`src/rtl/rk2_pkg.sv`:
```
// Shared definitions for the RK2 frame link: state encoding, widths, default header.
package rk2_pkg;

  localparam int unsigned RK2_BYTE_W = 8;
  localparam int unsigned RK2_WORD_W = 16;

  localparam logic [RK2_BYTE_W-1:0] RK2_HEADER_DEF = 8'hCA;

  typedef enum logic [2:0] {
    ST_IDLE,
    ST_HDR,
    ST_HI,
    ST_LO,
    ST_WAIT,
    ST_GAP
  } rk2_state_e;

  function automatic int unsigned rk2_max(input int unsigned a, input int unsigned b);
    return (a > b) ? a : b;
  endfunction

endpackage

```
`src/rtl/rk2_down_counter.sv`:
```
// Loadable down counter with zero flag; saturates at zero.
module rk2_down_counter #(
  parameter int unsigned W = 4
) (
  input  logic         clk,
  input  logic         rst,
  input  logic         load,
  input  logic [W-1:0] load_val,
  input  logic         dec,
  output logic         zero
);

  logic [W-1:0] cnt_q, cnt_d;

  always_comb begin
    cnt_d = cnt_q;
    if (load) begin
      cnt_d = load_val;
    end else if (dec && (cnt_q != '0)) begin
      cnt_d = cnt_q - W'(1);
    end
  end

  always_ff @(posedge clk or negedge rst) begin
    if (!rst) begin
      cnt_q <= '0;
    end else begin
      cnt_q <= cnt_d;
    end
  end

  assign zero = (cnt_q == '0);

endmodule

```
`src/rtl/rk2_frame_tx.sv`:
```
// Frame transmitter: sends HEADER, word[15:8], word[7:0] with cs low, then waits
// for ack/err with timeout, retrying up to MAX_TRY attempts with a cs-high gap.
module rk2_frame_tx
  import rk2_pkg::*;
#(
  parameter logic [RK2_BYTE_W-1:0] HEADER  = RK2_HEADER_DEF,
  parameter int unsigned           MAX_TRY = 3,
  parameter int unsigned           TIMEOUT = 8,
  parameter int unsigned           GAP     = 2
) (
  input  logic                  clk,
  input  logic                  rst,
  input  logic                  req_valid,
  input  logic [RK2_WORD_W-1:0] req_data,
  output logic                  req_ready,
  output logic                  cs,
  output logic [RK2_BYTE_W-1:0] d_out,
  input  logic                  ack,
  input  logic                  err,
  output logic                  done,
  output logic                  fail,
  output logic                  busy
);

  localparam int unsigned CNT_W = $clog2(rk2_max(TIMEOUT, GAP) + 1);
  localparam int unsigned TRY_W = $clog2(MAX_TRY + 1);

  localparam logic [CNT_W-1:0] TO_LOAD  = CNT_W'(TIMEOUT - 1);
  localparam logic [CNT_W-1:0] GAP_LOAD = CNT_W'(GAP - 1);
  localparam logic [TRY_W-1:0] TRY_MAX  = TRY_W'(MAX_TRY);

  rk2_state_e state_q, state_d;
  logic [RK2_WORD_W-1:0] data_q, data_d;
  logic [TRY_W-1:0]      try_q, try_d;
  logic                  resend_q, resend_d;
  logic                  done_q, done_d;
  logic                  fail_q, fail_d;
  logic                  rdy_q;

  logic             cnt_load;
  logic [CNT_W-1:0] cnt_val;
  logic             cnt_dec;
  logic             cnt_zero;
  logic             attempt_bad;

  // One counter serves both WAIT timeout and GAP spacing; the states never overlap.
  rk2_down_counter #(
    .W (CNT_W)
  ) u_cnt (
    .clk      (clk),
    .rst      (rst),
    .load     (cnt_load),
    .load_val (cnt_val),
    .dec      (cnt_dec),
    .zero     (cnt_zero)
  );

  assign req_ready = rdy_q && (state_q == ST_IDLE);
  assign busy      = (state_q != ST_IDLE);
  assign done      = done_q;
  assign fail      = fail_q;

  always_comb begin
    state_d     = state_q;
    data_d      = data_q;
    try_d       = try_q;
    resend_d    = resend_q;
    done_d      = 1'b0;
    fail_d      = 1'b0;
    cnt_load    = 1'b0;
    cnt_val     = '0;
    cnt_dec     = 1'b0;
    attempt_bad = 1'b0;
    cs          = 1'b1;
    d_out       = '0;

    case (state_q)
      ST_IDLE: begin
        if (req_valid && req_ready) begin
          data_d   = req_data;
          try_d    = TRY_W'(1);
          resend_d = 1'b0;
          state_d  = ST_HDR;
        end
      end
      ST_HDR: begin
        cs      = 1'b0;
        d_out   = HEADER;
        state_d = ST_HI;
      end
      ST_HI: begin
        cs      = 1'b0;
        d_out   = data_q[15:8];
        state_d = ST_LO;
      end
      ST_LO: begin
        cs       = 1'b0;
        d_out    = data_q[7:0];
        state_d  = ST_WAIT;
        cnt_load = 1'b1;
        cnt_val  = TO_LOAD;
      end
      ST_WAIT: begin
        // err wins over a simultaneous ack
        if (err) begin
          attempt_bad = 1'b1;
        end else if (ack) begin
          done_d   = 1'b1;
          resend_d = 1'b0;
          state_d  = ST_GAP;
          cnt_load = 1'b1;
          cnt_val  = GAP_LOAD;
        end else if (cnt_zero) begin
          attempt_bad = 1'b1;
        end else begin
          cnt_dec = 1'b1;
        end
        if (attempt_bad) begin
          if (try_q < TRY_MAX) begin
            try_d    = try_q + TRY_W'(1);
            resend_d = 1'b1;
          end else begin
            fail_d   = 1'b1;
            resend_d = 1'b0;
          end
          state_d  = ST_GAP;
          cnt_load = 1'b1;
          cnt_val  = GAP_LOAD;
        end
      end
      ST_GAP: begin
        if (cnt_zero) begin
          state_d = resend_q ? ST_HDR : ST_IDLE;
        end else begin
          cnt_dec = 1'b1;
        end
      end
      default: state_d = ST_IDLE;
    endcase
  end

  always_ff @(posedge clk or negedge rst) begin
    if (!rst) begin
      state_q  <= ST_IDLE;
      data_q   <= '0;
      try_q    <= '0;
      resend_q <= 1'b0;
      done_q   <= 1'b0;
      fail_q   <= 1'b0;
      rdy_q    <= 1'b0;
    end else begin
      state_q  <= state_d;
      data_q   <= data_d;
      try_q    <= try_d;
      resend_q <= resend_d;
      done_q   <= done_d;
      fail_q   <= fail_d;
      rdy_q    <= 1'b1;
    end
  end

endmodule

```
`config.mk`:
```
export PLATFORM = sky130hd
export DESIGN_NAME = rk2_frame_tx
export DESIGN_NICKNAME = d
export VERILOG_FILES = /design/src/rtl/rk2_pkg.sv /design/src/rtl/rk2_down_counter.sv /design/src/rtl/rk2_frame_tx.sv
export SDC_FILE = /design/constraint.sdc
export NUM_CORES = 1
export LEC_CHECK = 0
export BUFFER_PORTS_ARGS = -buffer_cell sky130_fd_sc_hd__buf_2
export CAP_MARGIN = 5
export CORE_UTILIZATION = 45
export DETAILED_ROUTE_END_ITERATION = 8
export HOLD_SLACK_MARGIN = 0.12
export PLACE_DENSITY = 0.79
export SLEW_MARGIN = 20
export SYNTH_ARGS = -nofsm -noshare
export SYNTH_HDL_FRONTEND = slang
export SYNTH_SLANG_ARGS = --single-unit
```
`constraint.sdc`:
```
create_clock -name clk -period 1.8 [get_ports clk]
set_clock_uncertainty 0.2 [all_clocks]
set_input_delay 0.36 -clock clk [delete_from_list [all_inputs] [get_ports clk]]
set_output_delay 0.36 -clock clk [all_outputs]
set_load 0.01 [all_outputs]
```
==> key figures <==
Global route
  • Gr ovfl total: 0
  • Vias in the first global route: roughly 1300
  • Initial antenna violation count: 0
  • Pin count of the biggest net entering global routing: 30
  • GRT Overall Usage: between 20% and 30%
  • First-pass GRT wire length: 6.02 mm

Power and ir drop
  • Static Leak: 0.000976 uW
  • Cell Pwr Density: approximately 1600 nW/um2
  • Overall power: approximately 3400 uW
  • Max VDD drop: 0.945 mV

Detailed routing
  • Antenna Nets Post-Route: 0
  • DRC violations left: 0
  • Vias post-DR: 1283
  • Drt pass-1 iters: 4
  • Drt wl/cell: approximately 16 um
  • Met2 WL post-DR: ~2.1 mm
  • DRT iter0 DRCs: 40
  • DR WL met3: 239 um
  • Via density per instance: 5.24
  • DR top layer: met4
  • Routed WL: 3.87 mm
  • Post-Route M1 WL: 1.43 mm

Flow run
  • Max-Cap Viols: 0

Yosys
  • Cell area after synthesis: 1430 um2
  • Post-synthesis register bit count: 29
  • Yosys Warn Count: 0
  • Post-synth EDFFs: 0
  • Post-synthesis sequential area ratio: between 50 and 60%
  • Netlist cell types: 37
  • Syn avg cell area: 11.3 um2
  • Syn_nets: 150
  • Yosys top cell area share: 50.7%
  • Fraction of registers with async set/reset: between 90% and 100%
  • Post-Syn Instances: 127
  • Main flop type after synthesis: dfrtp_1
  • Area leader, netlist: dfrtp_1
  • Top-count cell post-synth: dfrtp_1
  • Post-synth top cells: dfrtp_1 (29), mux2_2 (16), nor2_1 (11), nand2_1 (7)
  • Synth area leaders: dfrtp_1 (51%), mux2_2 (13%), mux2i_1 (4.2%)

STA
  • Relative slew slack: 57.5%
  • Slew Limit Fails: 0
  • Max Clk Rate: 499 MHz
  • Final period util: 111%
  • Setup violations, final: 16
  • Setup WS post-layout: -0.204 ns
  • Worst hold slack: 0.143 ns
  • Final hold violation count: 0
  • Period minus WS final: 2.00 ns
  • RSZ-0062 raised after global routing: yes
  • Least-Margin Pin Slew: 0.638 ns

Critical path
  • WS Path Type: flip-flop to output port
  • CP Capture Type: output port
  • Crit-path cells: buf_8 -> mux2i_1 -> nor2_1 -> buf_2
  • CP Launch Type: flip-flop
  • Max FO, Critical Path: 6
  • WP data required: between 1 and 1.5 ns
  • Worst path bufs/invs: 2
  • Top delay family on crit path: flip-flops
  • R2R Setup Slk: -0.13 ns
  • Slowest CP cell: dfrtp_2
  • Worst path arrival time: 1.44 ns
  • CP peak stage delay: 0.46 ns

Placed design
  • RD Place Congestion: around 0.83
  • PortBufs: 33
  • Post-DP HPWL: 2.17 mm

Cells and area
  • Layout area overhead: 51.7%
  • Diode count: 0
  • Final net count: 223
  • Layout cells sized above 1: a little over half

Floorplan
  • Full die area: 3410 um2
  • Effective utilization at floorplan: between 40% and 50%
  • Die X: 58.4 um
  • Die height: approximately 58 um
  • Core footprint: 3030 um2
  • IO Count: 34
  • Row count: 20

CTS
  • H-tree depth: 2
  • CTS tree: yes
  • CTS root buf: clkbuf_4
  • Clock latency on the worst-skew pair: 0.34 ns
  • TritonCTS Buffers: 5
  • CTS max path bufs: 2
  • Reg clk slew, reported paths: 0.10 ns
  • Clock sinks: 29

Run status
  • Outcome: complete, but fails checks
  • Failing checks: setup timing

Hold path
  • Hold Crit Class: input pin to flip-flop
==> routing by layer <==
layer / GRT usage (%) / up-vias
met4: 9.52 / 0
li1: - / 597
met2: 43.7 / 51
met3: 8.79 / 12
met5: 0 / -
met1: 26.6 / 623
==> state kept, by name, indices dropped and copies added, names as in the netlist <==
signal       cells
state_q          3
u_cnt.cnt_q      4
fail             1
resend_q         1
try_q            2
done             1
rdy_q            1
data_q          16
==> power by group <==
group	internal, uW	switching (uW)
Clock	148	233
Combinational	979	867
Sequential	932	232
==> layout by cell type, fill, tap and decap left out, types with 2 or more instances in the layout <==
cell type	Yosys	final
mux2_2	16	16
mux2i_1	6	4
clkinv_2	0	2
a21oi_1	6	4
o21ai_0	3	2
buf_4	2	14
nor3_1	6	2
buf_6	1	7
nor3_2	1	5
buf_2	2	31
clkbuf_4	0	5
nor2_1	11	8
xnor2_1	3	3
and3_2	1	2
dlygate4sd3_1	0	18
nor2_2	0	2
dfrtp_2	0	2
dfrtp_1	29	27
nand3_1	4	3
nor3b_1	2	2
nand2_1	7	5
inv_2	0	4
==> per-stage QoR <==
stage | worst slack (ns) | util (%) | instances | TNS (ns) | area [um2]
floorplan | -0.0226 | - | 127 | -0.0452 | 1430
global placement | -0.0543 | 56.7 | 210 | -0.119 | 1720
detailed placement | -0.162 | 56.7 | 210 | -0.548 | 1720
CTS | -0.150 | 68.3 | 243 | -1.40 | 2070
global route | -0.245 | 71.7 | 245 | -2.63 | 2170
finish | -0.204 | 71.7 | 245 | -1.67 | 2170
==> worst register-to-register path: stages, from the launching register on <==
cell and delay, ns:
dfrtp_1 0.40, inv_2 0.08, ha_4 0.14, or3b_4 0.41, o21bai_4 0.13, nor3b_4 0.25
mux2i_1 0.23
==> cell families after synthesis <==
group / Yosys count / share of synthesized area (%)
AO/OA/AOI/OAI: 19 / 9.00
buffers and inverters: 11 / 4.11
other: 1 / 0.262
XOR/XNOR: 3 / 1.84
flip-flops: 29 / 50.7
multiplexers: 22 / 16.8
AND/OR/NAND/NOR: 40 / 15.6
adder cells (fa/ha/maj): 2 / 1.75
==> cell type report <==
cell class	instances	area [um2]
tap	44	55.1
sequential	29	728
clock inverter	2	10.0
clock buffer	6	41.3
inverter	5	18.8
multi-input combinational	87	763
fill	195	857
timing repair buffer	72	554
==> repair_timing <==
| action | 4_1_cts | 5_1_grt |
|---|---|---|
| setup endpoints to repair | 17 | 33 |
| resized for setup | 20 | 20 |
| buffers inserted | 6 | 2 |
| hold buffers | 18 | 0 |
| gates cloned | 1 | 0 |
| pin swaps | 6 | 7 |
| endpoints found under the hold margin | 46 | 0 |
==> worst paths after layout <==
path | startpoint | end | cells past startpoint
setup / recovery | state_q[0] | d_out[2] | 4
hold / removal | ack | done | 2
setup reg to reg | u_cnt.cnt_q[1] | try_q[1] | 6
hold reg to reg | try_q[0] | try_q[0] | 1
max in group asynchronous | rst | state_q[2] | 2
min in group asynchronous | rst | data_q[1] | 2
Power figures use the tool's default switching activity.
